### src/rtl/reg_writeback_arbiter_pkg.sv
// Shared widths and the register-file write-port bundle used by the writeback arbiter and the register file.
package reg_writeback_arbiter_pkg;

  localparam int ADDRESS_WIDTH = 5;
  localparam int REGISTER_SIZE = 32;

  typedef struct packed {
    logic [ADDRESS_WIDTH-1:0] addr;
    logic [REGISTER_SIZE-1:0] data;
    logic                     we;
  } wb_port_t;

endpackage

### src/rtl/reg_writeback_arbiter_wb_fifo.sv
// MDU result FIFO: one-cycle push-to-head, pop takes effect at the next edge; full blocks the producer upstream.
// Per-entry valid and rd vectors let the owner build a pending-register mask.
module wb_fifo
  import reg_writeback_arbiter_pkg::*;
#(
  parameter int address_width = ADDRESS_WIDTH,
  parameter int register_size = REGISTER_SIZE,
  parameter int depth         = 4,
  localparam int PW           = $clog2(depth),
  localparam int CW           = PW + 1
) (
  input  logic                                  clk,
  input  logic                                  reset,
  input  logic                                  i_push,
  input  logic [address_width-1:0]              i_push_rd,
  input  logic [register_size-1:0]              i_push_data,
  input  logic                                  i_pop,
  output logic [address_width-1:0]              o_head_rd,
  output logic [register_size-1:0]              o_head_data,
  output logic [CW-1:0]                         o_count,
  output logic                                  o_full,
  output logic                                  o_empty,
  output logic [depth-1:0]                      o_entry_vld,
  output logic [depth-1:0][address_width-1:0]   o_entry_rd
);

  logic [address_width-1:0] r_rd_mem   [depth];
  logic [register_size-1:0] r_data_mem [depth];
  logic [PW-1:0]            r_wr_ptr;
  logic [PW-1:0]            r_rd_ptr;
  logic [CW-1:0]            r_count;

  always_ff @(posedge clk) begin
    if (i_push) begin
      r_rd_mem[r_wr_ptr]   <= i_push_rd;
      r_data_mem[r_wr_ptr] <= i_push_data;
    end
  end

  always_ff @(posedge clk) begin
    if (reset) begin
      r_wr_ptr <= '0;
      r_rd_ptr <= '0;
      r_count  <= '0;
    end else begin
      if (i_push) r_wr_ptr <= r_wr_ptr + 1'b1;
      if (i_pop)  r_rd_ptr <= r_rd_ptr + 1'b1;
      case ({i_push, i_pop})
        2'b10:   r_count <= r_count + 1'b1;
        2'b01:   r_count <= r_count - 1'b1;
        default: r_count <= r_count;
      endcase
    end
  end

  // An entry is live when its distance from the read pointer is below the occupancy.
  always_comb begin
    logic [PW-1:0] w_off;
    w_off       = '0;
    o_entry_vld = '0;
    o_entry_rd  = '0;
    for (int i = 0; i < depth; i++) begin
      w_off          = PW'(i) - r_rd_ptr;
      o_entry_vld[i] = CW'(w_off) < r_count;
      o_entry_rd[i]  = r_rd_mem[i];
    end
  end

  assign o_head_rd   = r_rd_mem[r_rd_ptr];
  assign o_head_data = r_data_mem[r_rd_ptr];
  assign o_count     = r_count;
  assign o_full      = r_count == CW'(depth);
  assign o_empty     = r_count == '0;

endmodule

### src/rtl/reg_writeback_arbiter.sv
// Single write-port arbiter: pipeline wins, buffered MDU results fill idle slots in order; one registered output stage.
// MDU is back-pressured only by FIFO occupancy; pending_o marks registers with an MDU write not yet committed.
module reg_writeback_arbiter
  import reg_writeback_arbiter_pkg::*;
#(
  parameter int address_width = ADDRESS_WIDTH,
  parameter int register_size = REGISTER_SIZE,
  parameter int depth         = 4
) (
  input  logic                          clk,
  input  logic                          reset,
  input  logic                          pipe_valid_i,
  input  logic [address_width-1:0]      pipe_rd_i,
  input  logic [register_size-1:0]      pipe_data_i,
  input  logic                          mdu_valid_i,
  output logic                          mdu_ready_o,
  input  logic [address_width-1:0]      mdu_rd_i,
  input  logic [register_size-1:0]      mdu_data_i,
  output logic [address_width-1:0]      writereg_addr_o,
  output logic [register_size-1:0]      data_o,
  output logic                          data_write_o,
  output logic [2**address_width-1:0]   pending_o
);

  localparam int CW = $clog2(depth) + 1;

  logic                                 w_pipe_hit;
  logic                                 w_mdu_take;
  logic                                 w_push;
  logic                                 w_pop;
  logic                                 w_bypass;
  logic [address_width-1:0]             w_head_rd;
  logic [register_size-1:0]             w_head_data;
  logic [CW-1:0]                        w_count;
  logic                                 w_full;
  logic                                 w_empty;
  logic [depth-1:0]                     w_entry_vld;
  logic [depth-1:0][address_width-1:0]  w_entry_rd;

  logic [address_width-1:0]             r_addr;
  logic [register_size-1:0]             r_data;
  logic                                 r_we;
  logic                                 r_out_is_mdu;

  assign w_pipe_hit  = pipe_valid_i && (pipe_rd_i != '0);
  assign mdu_ready_o = !w_full;
  // rd=0 results are accepted (handshake completes) but dropped here.
  assign w_mdu_take  = mdu_valid_i && mdu_ready_o && (mdu_rd_i != '0);
  assign w_pop       = !w_pipe_hit && !w_empty;
  assign w_bypass    = !w_pipe_hit && w_empty && w_mdu_take;
  assign w_push      = w_mdu_take && !w_bypass;

  wb_fifo #(
    .address_width (address_width),
    .register_size (register_size),
    .depth         (depth)
  ) u_wb_fifo (
    .clk         (clk),
    .reset       (reset),
    .i_push      (w_push),
    .i_push_rd   (mdu_rd_i),
    .i_push_data (mdu_data_i),
    .i_pop       (w_pop),
    .o_head_rd   (w_head_rd),
    .o_head_data (w_head_data),
    .o_count     (w_count),
    .o_full      (w_full),
    .o_empty     (w_empty),
    .o_entry_vld (w_entry_vld),
    .o_entry_rd  (w_entry_rd)
  );

  always_ff @(posedge clk) begin
    if (reset) begin
      r_addr       <= '0;
      r_data       <= '0;
      r_we         <= 1'b0;
      r_out_is_mdu <= 1'b0;
    end else if (w_pipe_hit) begin
      r_addr       <= pipe_rd_i;
      r_data       <= pipe_data_i;
      r_we         <= 1'b1;
      r_out_is_mdu <= 1'b0;
    end else if (w_pop) begin
      r_addr       <= w_head_rd;
      r_data       <= w_head_data;
      r_we         <= 1'b1;
      r_out_is_mdu <= 1'b1;
    end else if (w_bypass) begin
      r_addr       <= mdu_rd_i;
      r_data       <= mdu_data_i;
      r_we         <= 1'b1;
      r_out_is_mdu <= 1'b1;
    end else begin
      r_we         <= 1'b0;
    end
  end

  always_comb begin
    pending_o = '0;
    for (int i = 0; i < depth; i++) begin
      if (w_entry_vld[i]) pending_o[w_entry_rd[i]] = 1'b1;
    end
    if (r_we && r_out_is_mdu) pending_o[r_addr] = 1'b1;
    pending_o[0] = 1'b0;
  end

  assign writereg_addr_o = r_addr;
  assign data_o          = r_data;
  assign data_write_o    = r_we;

  a_no_overflow: assert property (@(posedge clk) disable iff (reset)
    !(w_full && w_push) && (w_count <= CW'(depth)));

endmodule
### config.mk
export PLATFORM = sky130hd
export DESIGN_NAME = reg_writeback_arbiter
export DESIGN_NICKNAME = d
export VERILOG_FILES = /design/src/rtl/reg_writeback_arbiter_pkg.sv /design/src/rtl/reg_writeback_arbiter_wb_fifo.sv /design/src/rtl/reg_writeback_arbiter.sv
export SDC_FILE = /design/constraint.sdc
export NUM_CORES = 1
export LEC_CHECK = 0
export ABC_AREA = 1
export CAP_MARGIN = 20
export CORE_MARGIN = 3
export CORE_UTILIZATION = 56
export CTS_CLUSTER_DIAMETER = 100
export DETAILED_ROUTE_END_ITERATION = 10
export PLACE_DENSITY = 0.81
export SLEW_MARGIN = 5
export SYNTH_ARGS = -nofsm -noshare
export SYNTH_HDL_FRONTEND = slang
export SYNTH_SLANG_ARGS = --single-unit
export TNS_END_PERCENT = 10
### constraint.sdc
create_clock -name clk -period 4 [get_ports clk]
set_input_delay 0.8 -clock clk [delete_from_list [all_inputs] [get_ports clk]]
set_output_delay 0.8 -clock clk [all_outputs]
set_load 0.01 [all_outputs]
### After elaboration in Yosys (flattened, before gate mapping)

Memory sizes are Yosys's and may differ from the RTL's. A register that Yosys moved wholly into a read port is not among the register bits.
Cells that the tools add are included.

| storage, ports and cells | value |
|---|---|
| bits in writable memories | 148 |
| memories | 2 |
| output and inout port bits | 71 |
| register bits | 46 |
| logic and storage cells | 95 |

Memories:

| memory | depth | width | read ports | clocked after memory_dff | wr ports | line | source |
|---|---|---|---|---|---|---|---|
| u_wb_fifo.r_data_mem | 4 | 32 | 1 | 1 | 1 | reg_writeback_arbiter_wb_fifo.sv:28 | `logic [register_size-1:0] r_data_mem [depth];` |
| u_wb_fifo.r_rd_mem | 4 | 5 | 5 | 1 | 1 | reg_writeback_arbiter_wb_fifo.sv:27 | `logic [address_width-1:0] r_rd_mem [depth];` |

| operators by class | value |
|---|---|
| add/sub/neg operators | 8 |
| mux-type cells | 33 |
| $lt $le $gt $ge | 14 |
| eq/ne operators | 3 |
| bitwise logic cells | 4 |
| reductions and logical operators | 24 |

Operators by type and width:

| cell | count |
|---|---|
| $mux W32 | 8 |
| $or A32 B32 Y32 | 4 |
| $lt A5 B6 Y1 const B | 5 |
| $demux W1 S5 | 5 |
| $ge A5 B1 Y1 const B | 5 |
| $mux W5 | 3 |
| $logic_and A1 B1 Y1 | 13 |
| $lt A2 B3 Y1 | 4 |
| $mux W1 | 12 |
| $reduce_bool A5 Y1 | 2 |
| $mux W2 | 4 |
| $pmux W3 S2 | 1 |
| $add A2 B1 Y2 const B | 2 |
| $logic_not A1 Y1 | 4 |
| $reduce_bool A2 Y1 | 2 |
| $sub A1 B2 Y2 const A | 2 |
| $sub A2 B2 Y2 const A | 2 |
| $add A3 B1 Y3 const B | 1 |
| $eq A3 B3 Y1 const B | 1 |
| $logic_not A3 Y1 | 1 |
| $reduce_bool A3 Y1 | 1 |
| $sub A3 B1 Y3 const B | 1 |
| $eq A2 B1 Y1 const B | 1 |
| $eq A2 B2 Y1 const B | 1 |
| $reduce_or A2 Y1 | 1 |

### Longest topological paths before layout

Gate-level depths: netlist of run 1.
An unclocked memory read counts as a cell.

| depth | value |
|---|---|
| depth in word-level cells | 14 |
| mapped depth | 13 |
| depth with buffers taken out | 12 |

### Cells and area by module

Synthesis of run 1 repeated with hierarchy kept, for this count alone.

| unflattened totals | value |
|---|---|
| cell total of the unflattened synthesis | 1099 |
| area total of the unflattened synthesis | 9776.9 um^2 |

Modules (own cells, without submodules):

| module | cells an instance | seq. area each (um^2) | area each (um^2) | times used |
|---|---|---|---|---|
| wb_fifo | 433 | 4624.4 | 6050.8 | 1 |
| reg_writeback_arbiter | 666 | 780.7 | 3726.1 | 1 |

### Least setup slack after synthesis of run 1

Ideal clock, no wire load.

| path | value |
|---|---|
| path type | input-to-reg |
| start | in mdu_rd_i[1] |
| end | mem u_wb_fifo.r_data_mem[0][0] in the netlist's numbering (enable) |
| arrival time | 2.828 ns |
| required time | 3.569 ns |
| slack | 0.741 ns |
| stages | 6 |
| buffers on the path | 0 |
| cell sequence | nor2_1 nand2_1 nor2_1 nor2_2 nand2_2 nor2_1 |

| on the way | value |
|---|---|
| word-level cells in the longest chain between the ends | 7 |

RTL lines:

| element | line | source |
|---|---|---|
| start: declaration | reg_writeback_arbiter.sv:17 | `input logic [address_width-1:0] mdu_rd_i,` |
| $reduce_bool A5 Y1 (*) | reg_writeback_arbiter.sv:48 | `assign w_mdu_take = mdu_valid_i && mdu_ready_o && (mdu_rd_i != '0);` |
| $logic_and A1 B1 Y1 (*) | reg_writeback_arbiter.sv:48 |  |
| $logic_and A1 B1 Y1 | reg_writeback_arbiter.sv:50 | `assign w_bypass = !w_pipe_hit && w_empty && w_mdu_take;` |
| $logic_not A1 Y1 | reg_writeback_arbiter.sv:51 | `assign w_push = w_mdu_take && !w_bypass;` |
| $logic_and A1 B1 Y1 (*) | reg_writeback_arbiter.sv:51 |  |
| $mux W1 (*) | reg_writeback_arbiter_wb_fifo.sv:34 | `if (i_push) begin` |
| $mux W1 (not written as such) (*) | reg_writeback_arbiter_wb_fifo.sv:36 | `r_data_mem[r_wr_ptr] <= i_push_data;` |
| end: declaration | reg_writeback_arbiter_wb_fifo.sv:28 |  |

Every way passes the cells marked *; elsewhere a longest branch is shown, timed or not.

### Final worst setup path of run 1

| path | value |
|---|---|
| start | reg u_wb_fifo.r_rd_ptr[1] |
| end | out pending_o[17] |

| on the way | value |
|---|---|
| word-level cells in the longest chain between the ends | 11 |

RTL lines:

| element | line | source |
|---|---|---|
| start: declaration | reg_writeback_arbiter_wb_fifo.sv:30 | `logic [PW-1:0] r_rd_ptr;` |
| start signal: assignment | reg_writeback_arbiter_wb_fifo.sv:47 | `if (i_pop) r_rd_ptr <= r_rd_ptr + 1'b1;` |
| $sub A1 B2 Y2 | reg_writeback_arbiter_wb_fifo.sv:63 | `w_off = PW'(i) - r_rd_ptr;` |
| $lt A2 B3 Y1 | reg_writeback_arbiter_wb_fifo.sv:64 | `o_entry_vld[i] = CW'(w_off) < r_count;` |
| $mux W32 | reg_writeback_arbiter.sv:102 | `if (w_entry_vld[i]) pending_o[w_entry_rd[i]] = 1'b1;` |
| $or A32 B32 Y32 (no source line) | - |  |
| $mux W32 | reg_writeback_arbiter.sv:102 |  |
| $or A32 B32 Y32 (no source line) | - |  |
| $mux W32 | reg_writeback_arbiter.sv:102 |  |
| $or A32 B32 Y32 (no source line) | - |  |
| $mux W32 (*) | reg_writeback_arbiter.sv:102 |  |
| $or A32 B32 Y32 (no source line) | - |  |
| $mux W32 (*) | reg_writeback_arbiter.sv:104 | `if (r_we && r_out_is_mdu) pending_o[r_addr] = 1'b1;` |
| end: declaration | reg_writeback_arbiter.sv:22 | `output logic [2**address_width-1:0] pending_o` |

Marked as above.

==> impl_summary.txt, run 1 <==
----------------------------------------------------
[Global routing]
  Total congestion overflow ... 0
  Wire length of the first global-routing pass ... 51.2 mm
  Total routing resource utilization after global routing ... 0.305
  Antenna violations before repair ... 0
  Vias in the first global route ... 9603
  Pin count of the biggest net entering global routing ... 75

[Route]
  Detailed-route vias per instance ... 5.53
  Met2 routed WL ... 15.8 mm
  Final antenna-violating net count ... 0
  Iteration-0 DRC Markers ... 1180
  Highest routed layer ... met4
  DRC Markers ... 0
  Final wirelength ... 32.6 mm
  Metal3 WL ... 3.00 mm
  Routed wire length per instance ... 17.8 um
  Vias after detailed routing ... 10100
  Sum of routed wire segments on met1 ... 13.1 mm
  First-pass detailed-route iteration total ... 6

[Synthesis]
  Number of distinct library cell variants in the gate-level netlist after synthesis ... 28
  Register area share after synthesis ... 0.497
  Most frequent cells after synthesis ... 402 x sky130_fd_sc_hd__nand2_1, 234 x sky130_fd_sc_hd__inv_1, 193 x sky130_fd_sc_hd__nand3_1
  Netlist Area Pre-Place ... 10900 um^2
  Dominant cells by area after synthesis ... sky130_fd_sc_hd__edfxtp_1 41%, sky130_fd_sc_hd__nand2_1 14%, sky130_fd_sc_hd__nand3_1 8.9%, sky130_fd_sc_hd__dfxtp_1 8.8%, sky130_fd_sc_hd__inv_1 8.1%
  Library cell with the largest summed area after synthesis ... sky130_fd_sc_hd__edfxtp_1
  Most repeated cell in the gate-level netlist after synthesis ... sky130_fd_sc_hd__nand2_1
  Share of the synthesized area in the top cell type ... 0.409
  Most instantiated flip-flop cell in the synthesis netlist ... sky130_fd_sc_hd__edfxtp_1
  Asr flop ratio synth ... 0
  Mean area per synthesized cell ... 7.57 um^2
  Count of synthesis-stage warnings from yosys ... 0
  Syn nets ... 1523
  EDFF count, synth ... 148
  Cell count after synthesis ... 1435
  Synthesis-stage register bit count ... 196

[Timing]
  Max Clk Rate ... 267 MHz
  # setup viols final ... 0
  Final-report max-slew violation count ... 0
  Post-layout min period ... 3740 ps
  Worst setup skew after layout ... 16.7 ps
  Actual slew at the worst max-slew pin ... 852 ps
  Setup repair after global routing missed its margin ... no
  Final hold violation count ... 0
  Sum Neg Setup Slack ... 0 ps
  Worst relative slew slack ... 0.431
  Share of the cycle needed by the critical path after routing ... 0.936

[Setup path]
  Sort of element at the end of the critical path ... output port
  Largest stage delay, worst path ... 530 ps
  Most used cell along the critical path ... sky130_fd_sc_hd__nand2_1
  Endpoint required time on the critical path ... 3200 ps
  Crit start category ... flip-flop
  Worst-path fanout max ... 12
  Crit-path slowest cell ... sky130_fd_sc_hd__clkdlybuf4s50_1
  Register-to-Register Path Depth ... 9
  Family with the most delay on the worst path ... simple AND/OR/NAND/NOR gates
  R2r endpoint ... data_o[5]$_SDFFE_PP0P_
  Reg2Reg Setup Slack ... 1590 ps
  WS Path Type ... flip-flop to output port
  Data arrival time of the worst path ... 2940 ps
  Total buffers and inverters traversed by the critical path ... 2
  Sequence of cells on the critical path ... xor2_1, inv_1, ha_1, nand3_1, nand2_1, nor3_1, nor2_1, nand2_1, clkdlybuf4s50_1
  Launch instance of the worst register-to-register path ... u_wb_fifo.o_count[2]$_SDFFE_PP0P_

[Clock network]
  Clock-pin slew reported for the worst setup and hold paths after clock tree synthesis ... 70 ps
  Number of instances resized during post-cts repair ... 0
  Postcts setup bufs ... 0
  Number of sinks handled by clock tree synthesis ... 196
  Clock latency on the worst-skew pair ... 440 ps
  Clk buf depth ... 2
  Clk root buf ... sky130_fd_sc_hd__clkbuf_16
  Cts bufs inserted ... 17
  Number of buffers inserted by hold repair at cts ... 0
  Clock tree from TritonCTS ... yes
  CTS H-tree depth ... 4

[Flow run]
  Max-Cap Viols ... 0

[Floorplanning]
  Total I/O pin count ... 149
  Total Die Area ... 21100 um^2
  Total core area ... 18900 um^2
  Starting density of the core ... 0.575
  Total number of placement rows ... 50
  Die height ... 145 um
  Die X ... 145 um

[Finish]
  Net count, final ... 1641
  Layout overhead on the synthesized area ... 20.9%
  Multi-input gate area ... 4250 um^2
  Layout cells sized above 1 ... 0.0479
  Count of placed standard cells in the final layout, fillers left out ... 1826
  Layout fillers ... 1477
  Fin util ... 0.695
  Diodes inserted ... 0
  FF+latch area ... 5410 um^2

[Placement]
  Instance count after placement with tap cells included ... 1794
  Number of port buffers ... 147
  Global placer's final weighted congestion ... 1.03
  Placed wire-length estimate after detailed placement ... 21.8 mm

[Hold path]
  Worst hold path class ... flip-flop to flip-flop
  Worst hold path stage count ... 2
  Launch point of the worst hold path ... u_wb_fifo.r_wr_ptr[1]$_SDFFE_PP0P_
  Worst hold endpoint ... u_wb_fifo.r_wr_ptr[1]$_SDFFE_PP0P_

[Power and ir drop]
  Leakage power figure ... 5.96 nW
  Fraction of power consumed by sequential logic ... 0.329
  Pwr per Cell Area ... 629 nW/um^2
  Int Power ... 0.00467 W
  Share of power burned in combinational logic ... 0.460
  VDD IR max ... 0.860 mV
  Switching power summed over all nets ... 0.00359 W
  Clock network power share ... 0.211
  Switching fraction of total power ... 0.435

[Run status]
  Run status ... completed

----------------------------------------------------
-- sequential cells by signal (all words and copies together) (netlist names), named ones only --
signal / count
u_wb_fifo.o_count: 3
u_wb_fifo.r_wr_ptr: 2
writereg_addr_o: 5
data_o: 32
data_write_o: 1
r_out_is_mdu: 1
u_wb_fifo.r_rd_mem: 20
u_wb_fifo.r_rd_ptr: 2
u_wb_fifo.r_data_mem: 128
-- area by class of cell --
| class | instances | share of cell area |
|---|---|---|
| Tap cell | 260 | 0.0248 |
| Multi-Input combinational cell | 935 | 0.324 |
| Inverter | 238 | 0.0680 |
| Clock inverter | 14 | 0.0136 |
| Sequential cell | 196 | 0.412 |
| Timing Repair Buffer | 165 | 0.125 |
| Clock buffer | 18 | 0.0327 |
-- metal layers --
metal	track usage	up-vias
met4	0.0959	0
li1	-	4864
met5	0	-
met2	0.503	502
met1	0.411	4667
met3	0.0568	61
-- stage by stage --
stage	power, W	setup slack [ps]	instance area [um^2]	hold WS, ps
3_5_place_dp	0.00649	618	12500	502
3_3_place_gp	0.00640	704	12500	498
5_1_grt	0.00877	1.46	13100	563
6_report	0.00826	256	13100	512
4_1_cts	0.00824	295	13100	514
2_1_floorplan	0.00522	741	10900	468
-- power by group through the flow --
stage / registers, W / clock network (W) / logic [W]
after floorplan: 0.00279 / 0 / 0.00243
after global placement: 0.00274 / 0 / 0.00366
after detailed placement: 0.00275 / 0 / 0.00373
after CTS: 0.00271 / 0.00175 / 0.00377
after global routing: 0.00275 / 0.00183 / 0.00419
final: 0.00272 / 0.00174 / 0.00380
-- worst min-delay path, cell delays in order (launching register included) --
cell and delay, ps:
sky130_fd_sc_hd__dfxtp_1 340, sky130_fd_sc_hd__nand2_1 70, sky130_fd_sc_hd__a21oi_1 50
-- cells in the final DEF (no fill, tap or decap), drive strengths merged --
| cell | netlist | final |
|---|---|---|
| dfxtp | 48 | 48 |
| conb | 1 | 1 |
| a22oi | 9 | 9 |
| nor2 | 156 | 156 |
| nand3 | 195 | 195 |
| nand2 | 406 | 406 |
| fa | 1 | 1 |
| nor3 | 29 | 29 |
| or2 | 2 | 2 |
| a31oi | 1 | 1 |
| clkbuf | 10 | 18 |
| edfxtp | 148 | 148 |
| o22ai | 1 | 1 |
| nand4 | 69 | 69 |
| xor2 | 1 | 1 |
| o21ai | 7 | 7 |
| clkdlybuf4s50 | 0 | 147 |
| buf | 56 | 18 |
| ha | 9 | 9 |
| a21oi | 47 | 47 |
| inv | 238 | 245 |
| clkinv | 0 | 6 |
| o21a | 1 | 1 |
| bufinv | 0 | 1 |
-- cells by family (layout without fill, tap and decap cells) --
| kind of cell | count (synthesis) | after routing | synth area share |
|---|---|---|---|
| XOR/XNOR | 1 | 1 | 0.000806 |
| adder cells (fa/ha/maj) | 10 | 10 | 0.0122 |
| other | 1 | 1 | 0.000345 |
| flip-flops | 196 | 196 | 0.497 |
| AND/OR/NAND/NOR | 857 | 857 | 0.342 |
| buffers and inverters | 304 | 435 | 0.115 |
| AO/OA/AOI/OAI | 66 | 66 | 0.0329 |
-- how the worst max path moves through the flow --
stage / endpoint / slack (ps) / startpoint / cells after the start
floorplan: u_wb_fifo.r_data_mem[0][0]$_DFFE_PP_ / 740 / mdu_rd_i[1] / 6
global placement: u_wb_fifo.o_count[2]$_SDFFE_PP0P_ / 700 / mdu_rd_i[3] / 13
detailed placement: u_wb_fifo.o_count[2]$_SDFFE_PP0P_ / 620 / mdu_rd_i[2] / 13
CTS: pending_o[17] / 290 / u_wb_fifo.r_rd_ptr[1]$_SDFFE_PP0N_ / 9
global route: pending_o[17] / 1 / u_wb_fifo.r_rd_ptr[1]$_SDFFE_PP0N_ / 9
finish: pending_o[17] / 260 / u_wb_fifo.r_rd_ptr[1]$_SDFFE_PP0N_ / 9
(Power assumes the default switching activity.)
==> run 2, diff against run 1 <==
- CORE_MARGIN: 3 -> 5
==> impl_summary.txt, run 2 (same netlist as run 1, synthesis figures left out) <==
----------------------------------------------------
[Setup path]
  Reg2Reg Setup Slack ... 1440 ps (was 1590 ps)
  WS Path Type ... flip-flop to output port (unchanged)
  Largest stage delay, worst path ... 540 ps (was 530 ps)
  Worst-path fanout max ... 8 (was 12)
  Data arrival time of the worst path ... 2860 ps (was 2940 ps)
  Crit-path slowest cell ... sky130_fd_sc_hd__clkdlybuf4s50_1 (unchanged)
  Crit start category ... flip-flop (unchanged)
  Launch instance of the worst register-to-register path ... u_wb_fifo.o_count[0]$_SDFFE_PP0P_ (was u_wb_fifo.o_count[2]$_SDFFE_PP0P_)
  Endpoint required time on the critical path ... 3200 ps (about the same)
  Most used cell along the critical path ... sky130_fd_sc_hd__nand3_1 (was sky130_fd_sc_hd__nand2_1)
  Sort of element at the end of the critical path ... output port (unchanged)
  Sequence of cells on the critical path ... xor2_1, ha_1, nand3_1, nand2_1, nor2_1, a21oi_1, nand3_1, clkdlybuf4s50_1 (was xor2_1, inv_1, ha_1, nand3_1, nand2_1, nor3_1, nor2_1, nand2_1, clkdlybuf4s50_1)
  Register-to-Register Path Depth ... 12 (was 9)
  R2r endpoint ... u_wb_fifo.o_count[2]$_SDFFE_PP0P_ (was data_o[5]$_SDFFE_PP0P_)

[Placement]
  Placed wire-length estimate after detailed placement ... 21.7 mm (was 21.8 mm)
  Global placer's final weighted congestion ... 0.968 (was 1.03)
  Number of port buffers ... 147 (unchanged)
  Instance count after placement with tap cells included ... 1804 (was 1794)

[Clock network]
  CTS H-tree depth ... 4 (unchanged)
  Clk root buf ... sky130_fd_sc_hd__clkbuf_16 (unchanged)
  Number of buffers inserted by hold repair at cts ... 0 (unchanged)
  Number of instances resized during post-cts repair ... 0 (unchanged)
  Cts bufs inserted ... 17 (unchanged)
  Number of sinks handled by clock tree synthesis ... 196 (unchanged)
  Clk buf depth ... 2 (unchanged)
  Postcts setup bufs ... 0 (unchanged)
  Clock tree from TritonCTS ... yes (unchanged)
  Clock latency on the worst-skew pair ... 430 ps (was 440 ps)
  Clock-pin slew reported for the worst setup and hold paths after clock tree synthesis ... 70 ps (about the same)

[Power and ir drop]
  VDD IR max ... 0.587 mV (was 0.860 mV)
  Leakage power figure ... 5.97 nW (was 5.96 nW)
  Pwr per Cell Area ... 618 nW/um^2 (was 629 nW/um^2)

[Global routing]
  Wire length of the first global-routing pass ... 49.3 mm (was 51.2 mm)
  Vias in the first global route ... 9393 (was 9603)
  Pin count of the biggest net entering global routing ... 75 (unchanged)
  Met2 Track Usage GR ... 0.461 (was 0.503)
  Antenna violations before repair ... 3 (was 0)
  Grt met3 use ... 0.0523 (was 0.0568)
  Met1 track demand over resource ... 0.382 (was 0.411)
  Busiest grt layer ... met2 (unchanged)
  Total routing resource utilization after global routing ... 0.284 (was 0.305)
  Total congestion overflow ... 0 (unchanged)

[Finish]
  Layout overhead on the synthesized area ... 20.9% (about the same)
  Count of placed standard cells in the final layout, fillers left out ... 1838 (was 1826)
  Largest register FFs ... 128 (unchanged)
  Commonest non-fill, non-tap cell in the layout ... sky130_fd_sc_hd__nand2_1 (unchanged)
  Net count, final ... 1646 (was 1641)
  Most frequent cells in the layout ... 402 x sky130_fd_sc_hd__nand2_1, 233 x sky130_fd_sc_hd__inv_1, 193 x sky130_fd_sc_hd__nand3_1 (was 401 x sky130_fd_sc_hd__nand2_1, 233 x sky130_fd_sc_hd__inv_1, 193 x sky130_fd_sc_hd__nand3_1)
  Largest Register ... u_wb_fifo.r_data_mem (unchanged)
  Layout cells sized above 1 ... 0.0509 (was 0.0479)

[Route]
  Iteration-0 DRC Markers ... 1064 (was 1180)
  Detailed-route vias per instance ... 5.49 (was 5.53)
  Final antenna-violating net count ... 0 (unchanged)
  Vias after detailed routing ... 10100 (about the same)
  DRC Markers ... 0 (unchanged)
  Final wirelength ... 31.7 mm (was 32.6 mm)
  First-pass detailed-route iteration total ... 7 (was 6)
  Routed wire length per instance ... 17.3 um (was 17.8 um)

[Floorplanning]
  Starting density of the core ... 0.564 (was 0.575)
  Total number of placement rows ... 51 (was 50)
  Die X ... 149 um (was 145 um)
  Total I/O pin count ... 149 (unchanged)
  Total Die Area ... 22300 um^2 (was 21100 um^2)
  Die height ... 149 um (was 145 um)
  Total core area ... 19300 um^2 (was 18900 um^2)

[Timing]
  Share of the cycle needed by the critical path after routing ... 0.914 (was 0.936)
  Actual slew at the worst max-slew pin ... 1000 ps (was 852 ps)
  Worst setup skew after layout ... 15.1 ps (was 16.7 ps)
  Sum Neg Setup Slack ... 0 ps (unchanged)
  Final-report max-slew violation count ... 0 (unchanged)
  # setup viols final ... 0 (unchanged)
  Worst relative slew slack ... 0.331 (was 0.431)
  Max Clk Rate ... 273 MHz (was 267 MHz)
  Final hold violation count ... 0 (unchanged)
  Setup repair after global routing missed its margin ... no (unchanged)
  Post-layout min period ... 3660 ps (was 3740 ps)

[Flow run]
  Max-Cap Viols ... 0 (unchanged)

[Run status]
  Run status ... completed (unchanged)

[Hold path]
  Worst hold path class ... flip-flop to flip-flop (unchanged)
  Worst hold path stage count ... 2 (unchanged)
  Worst hold endpoint ... u_wb_fifo.r_wr_ptr[1]$_SDFFE_PP0P_ (unchanged)
  Launch point of the worst hold path ... u_wb_fifo.r_wr_ptr[1]$_SDFFE_PP0P_ (unchanged)

----------------------------------------------------
==> run 2: changes by cell type in the layout (fill, tap and decap cells not counted) <==
cell                        previous run  this run
sky130_fd_sc_hd__buf_4                15        20
sky130_fd_sc_hd__bufinv_16             1         0
sky130_fd_sc_hd__clkinv_1              1         0
sky130_fd_sc_hd__clkinv_2              0         2
sky130_fd_sc_hd__clkinv_4              1         2
sky130_fd_sc_hd__clkinv_8              4         3
sky130_fd_sc_hd__diode_2               0         2
sky130_fd_sc_hd__inv_12                1         0
sky130_fd_sc_hd__inv_6                 5         6
sky130_fd_sc_hd__nand2_1             401       402
sky130_fd_sc_hd__nand2_2               4         3
==> run 2: where the power goes <==
part / switching, W / internal [W] / total, W
combinational: 0.00251 / 0.00124 / 0.00375
clock: 0.000814 / 0.000828 / 0.00164
sequential: 0.000191 / 0.00254 / 0.00273
total: 0.00352 / 0.00460 / 0.00812
==> run 2: worst max-delay path by stage <==
stage	start	slack [ps]	cells after the start	end
floorplan	mdu_rd_i[1]	740	6	u_wb_fifo.r_data_mem[0][0]$_DFFE_PP_
detailed placement	pipe_rd_i[0]	290	13	u_wb_fifo.o_count[2]$_SDFFE_PP0P_
global placement	pipe_rd_i[0]	330	13	u_wb_fifo.o_count[2]$_SDFFE_PP0P_
CTS	u_wb_fifo.r_rd_ptr[1]$_SDFFE_PP0N_	420	8	pending_o[14]
global route	u_wb_fifo.r_rd_ptr[1]$_SDFFE_PP0N_	110	10	pending_o[16]
finish	u_wb_fifo.r_rd_ptr[1]$_SDFFE_PP0N_	340	8	pending_o[6]
==> run 2: area by class of cell <==
| cell class | instances | area, um^2 |
|---|---|---|
| sequential | 196 | 5410 |
| tap | 265 | 332 |
| clock buffer | 18 | 429 |
| multi-input combinational | 935 | 4250 |
| fill | 1609 | 6130 |
| clock inverter | 14 | 140 |
| timing repair buffer | 170 | 1680 |
| inverter | 238 | 893 |
| antenna | 2 | 5.00 |
==> run 2: worst max-delay path: cells and delay by family, from the launching register on <==
| kind | cells | cell delay, ps |
|---|---|---|
| adder cells (fa/ha/maj) | 1 | 280 |
| flip-flops | 1 | 380 |
| buffers and inverters | 1 | 540 |
| AND/OR/NAND/NOR | 4 | 800 |
| AO/OA/AOI/OAI | 1 | 180 |
| XOR/XNOR | 1 | 250 |
==> run 2: per-stage QoR <==
| step | utilization | setup slack [ps] | hold WS, ps | power, W | instance area, um^2 |
|---|---|---|---|---|---|
| global placement | 0.652 | 326 | 492 | 0.00639 | 12600 |
| detailed placement | 0.652 | 286 | 516 | 0.00645 | 12600 |
| global route | 0.682 | 106 | 541 | 0.00865 | 13100 |
| floorplan | - | 741 | 468 | 0.00522 | 10900 |
| finish | 0.682 | 344 | 524 | 0.00812 | 13100 |
| CTS | 0.682 | 421 | 523 | 0.00808 | 13100 |
==> run 2: per-layer routing <==
metal | vias to the layer above | wire [um]
li1 | 4877 | -
met1 | 4606 | 12800
met2 | 545 | 15000
met3 | 65 | 3040
met4 | 2 | 918
met5 | - | 13
==> run 3, diff against run 2 <==
--- a/constraint.sdc
+++ b/constraint.sdc
@@ -3,2 +3,2 @@
 set_output_delay 0.8 -clock clk [all_outputs]
-set_load 0.01 [all_outputs]
+set_load 0.02 [all_outputs]
==> impl_summary.txt, run 3 (same netlist as run 1, synthesis figures left out) <==
----------------------------------------------------
[Timing]
  Sum Neg Setup Slack ... 0 ps (unchanged)
  Max Clk Rate ... 268 MHz (was 273 MHz)
  Actual slew at the worst max-slew pin ... 999 ps (was 1000 ps)
  Final-report max-slew violation count ... 0 (unchanged)
  Worst setup skew after layout ... 13.8 ps (was 15.1 ps)
  Setup repair after global routing missed its margin ... no (unchanged)
  Worst hold-check slack ... 530 ps (was 524 ps)
  Post-layout min period ... 3730 ps (was 3660 ps)
  Final hold violation count ... 0 (unchanged)
  Worst relative slew slack ... 0.334 (was 0.331)
  Share of the cycle needed by the critical path after routing ... 0.932 (was 0.914)
  # setup viols final ... 0 (unchanged)
  Worst Setup Slack, final ... 273 ps (was 344 ps)

[Power and ir drop]
  VDD IR max ... 0.394 mV (was 0.587 mV)
  Final Power ... 0.00837 W (was 0.00812 W)
  Pwr per Cell Area ... 636 nW/um^2 (was 618 nW/um^2)
  Share of power burned in combinational logic ... 0.468 (was 0.462)
  Switching power summed over all nets ... 0.00370 W (was 0.00352 W)
  Int Power ... 0.00467 W (was 0.00460 W)
  Switching fraction of total power ... 0.442 (was 0.433)
  Clock network power share ... 0.205 (was 0.202)
  Fraction of power consumed by sequential logic ... 0.326 (was 0.336)
  Leakage power figure ... 5.98 nW (was 5.97 nW)

[Route]
  First-pass detailed-route iteration total ... 6 (was 7)
  Final antenna-violating net count ... 0 (unchanged)
  Iteration-0 DRC Markers ... 886 (was 1064)
  Routed wire length per instance ... 17.3 um (about the same)
  DRC Markers ... 0 (unchanged)
  Vias after detailed routing ... 10100 (about the same)
  Detailed-route vias per instance ... 5.49 (about the same)
  Final wirelength ... 31.8 mm (was 31.7 mm)

[Finish]
  Layout cells sized above 1 ... 0.0515 (was 0.0509)
  Multi-input gate area ... 4250 um^2 (unchanged)
  Diodes inserted ... 0 (was 2)
  Largest register FFs ... 128 (unchanged)
  Commonest non-fill, non-tap cell in the layout ... sky130_fd_sc_hd__nand2_1 (unchanged)
  Final design area excluding fillers ... 13200 um^2 (was 13100 um^2)
  Net count, final ... 1647 (was 1646)
  Layout overhead on the synthesized area ... 21.2% (was 20.9%)
  Most frequent cells in the layout ... 402 x sky130_fd_sc_hd__nand2_1, 233 x sky130_fd_sc_hd__inv_1, 193 x sky130_fd_sc_hd__nand3_1 (unchanged)
  Layout fillers ... 1597 (was 1609)
  FF+latch area ... 5410 um^2 (unchanged)
  Largest Register ... u_wb_fifo.r_data_mem (unchanged)

[Clock network]
  Number of instances resized during post-cts repair ... 0 (unchanged)
  Clk root buf ... sky130_fd_sc_hd__clkbuf_16 (unchanged)
  Clk buf depth ... 2 (unchanged)
  Clock tree from TritonCTS ... yes (unchanged)
  Clock-pin slew reported for the worst setup and hold paths after clock tree synthesis ... 80 ps (was 70 ps)
  Postcts setup bufs ... 0 (unchanged)
  Clock latency on the worst-skew pair ... 440 ps (was 430 ps)
  Number of sinks handled by clock tree synthesis ... 196 (unchanged)
  Cts bufs inserted ... 17 (unchanged)
  CTS H-tree depth ... 4 (unchanged)
  Number of buffers inserted by hold repair at cts ... 0 (unchanged)

[Placement]
  Placed wire-length estimate after detailed placement ... 21.9 mm (was 21.7 mm)
  Place WS ... 363 ps (was 286 ps)
  Number of port buffers ... 147 (unchanged)
  Placed instance area ... 12600 um^2 (about the same)
  Global placer's final weighted congestion ... 0.964 (was 0.968)

[Floorplanning]
  Total Die Area ... 22300 um^2 (unchanged)
  Die X ... 149 um (unchanged)
  Total core area ... 19300 um^2 (unchanged)
  Total number of placement rows ... 51 (unchanged)
  Starting density of the core ... 0.564 (unchanged)
  Total I/O pin count ... 149 (unchanged)
  Die height ... 149 um (unchanged)

[Setup path]
  Endpoint required time on the critical path ... 3200 ps (about the same)
  Worst-path fanout max ... 8 (unchanged)
  WS Path Type ... flip-flop to output port (unchanged)
  Sort of element at the end of the critical path ... output port (unchanged)
  Crit start category ... flip-flop (unchanged)
  Data arrival time of the worst path ... 2930 ps (was 2860 ps)

[Run status]
  Run status ... completed (unchanged)

[Global routing]
  Total routing resource utilization after global routing ... 0.284 (about the same)
  Total congestion overflow ... 0 (unchanged)
  Antenna violations before repair ... 0 (was 3)
  Wire length of the first global-routing pass ... 49.4 mm (was 49.3 mm)
  Pin count of the biggest net entering global routing ... 75 (unchanged)
  Vias in the first global route ... 9475 (was 9393)

[Hold path]
  Worst hold path class ... flip-flop to flip-flop (unchanged)

[Flow run]
  Max-Cap Viols ... 0 (unchanged)

----------------------------------------------------
## run 3: path summary, 6_finish.rpt
path / startpoint / to / slack [ps] / cells after the start
worst min register to register: u_wb_fifo.r_wr_ptr[0]$_SDFFE_PP0P_ / u_wb_fifo.r_wr_ptr[0]$_SDFFE_PP0P_ / 530 / 2
worst max register to register: u_wb_fifo.o_count[0]$_SDFFE_PP0P_ / u_wb_fifo.o_count[2]$_SDFFE_PP0P_ / 1470 / 12
worst min-delay path: u_wb_fifo.r_wr_ptr[0]$_SDFFE_PP0P_ / u_wb_fifo.r_wr_ptr[0]$_SDFFE_PP0P_ / 530 / 2
worst max-delay path: u_wb_fifo.r_rd_ptr[0]$_SDFFE_PP0N_ / pending_o[14] / 270 / 8
## run 3: metrics by stage
step / instances / utilization
after detailed placement: 1805 / 0.652
after global routing: 1837 / 0.683
after CTS: 1837 / 0.683
after global placement: 1805 / 0.652
final: 1837 / 0.683
after floorplan: 1435 / -
## run 3: final cells by class
type | instances | area share
sequential | 196 | 0.411
multi-input combinational | 935 | 0.323
timing repair buffer | 171 | 0.128
inverter | 238 | 0.0679
clock buffer | 18 | 0.0326
tap | 265 | 0.0252
clock inverter | 14 | 0.0125
## run 3: power by group through the flow
stage	registers [W]	logic (W)	clock network, W
floorplan	0.00288	0.00248	0
global placement	0.00275	0.00378	0
detailed placement	0.00277	0.00386	0
CTS	0.00272	0.00388	0.00173
global route	0.00276	0.00431	0.00182
finish	0.00273	0.00392	0.00172
## run 3: worst max-delay path, stage by stage (launching register included)
cell and delay, ps:
sky130_fd_sc_hd__dfxtp_1 380, sky130_fd_sc_hd__xor2_1 240, sky130_fd_sc_hd__ha_1 270, sky130_fd_sc_hd__nand3_1 80, sky130_fd_sc_hd__nand2_1 180, sky130_fd_sc_hd__nor2_1 430, sky130_fd_sc_hd__a21oi_1 130, sky130_fd_sc_hd__nand3_1 150
sky130_fd_sc_hd__clkdlybuf4s50_1 620
## run 3: metal layers
metal | up-vias | GRT usage | wire, um
met2 | 533 | 0.458 | 15100
met5 | - | 0 | 0
met1 | 4619 | 0.388 | 12900
li1 | 4871 | - | -
met4 | 0 | 0.0920 | 833
met3 | 62 | 0.0580 | 2960
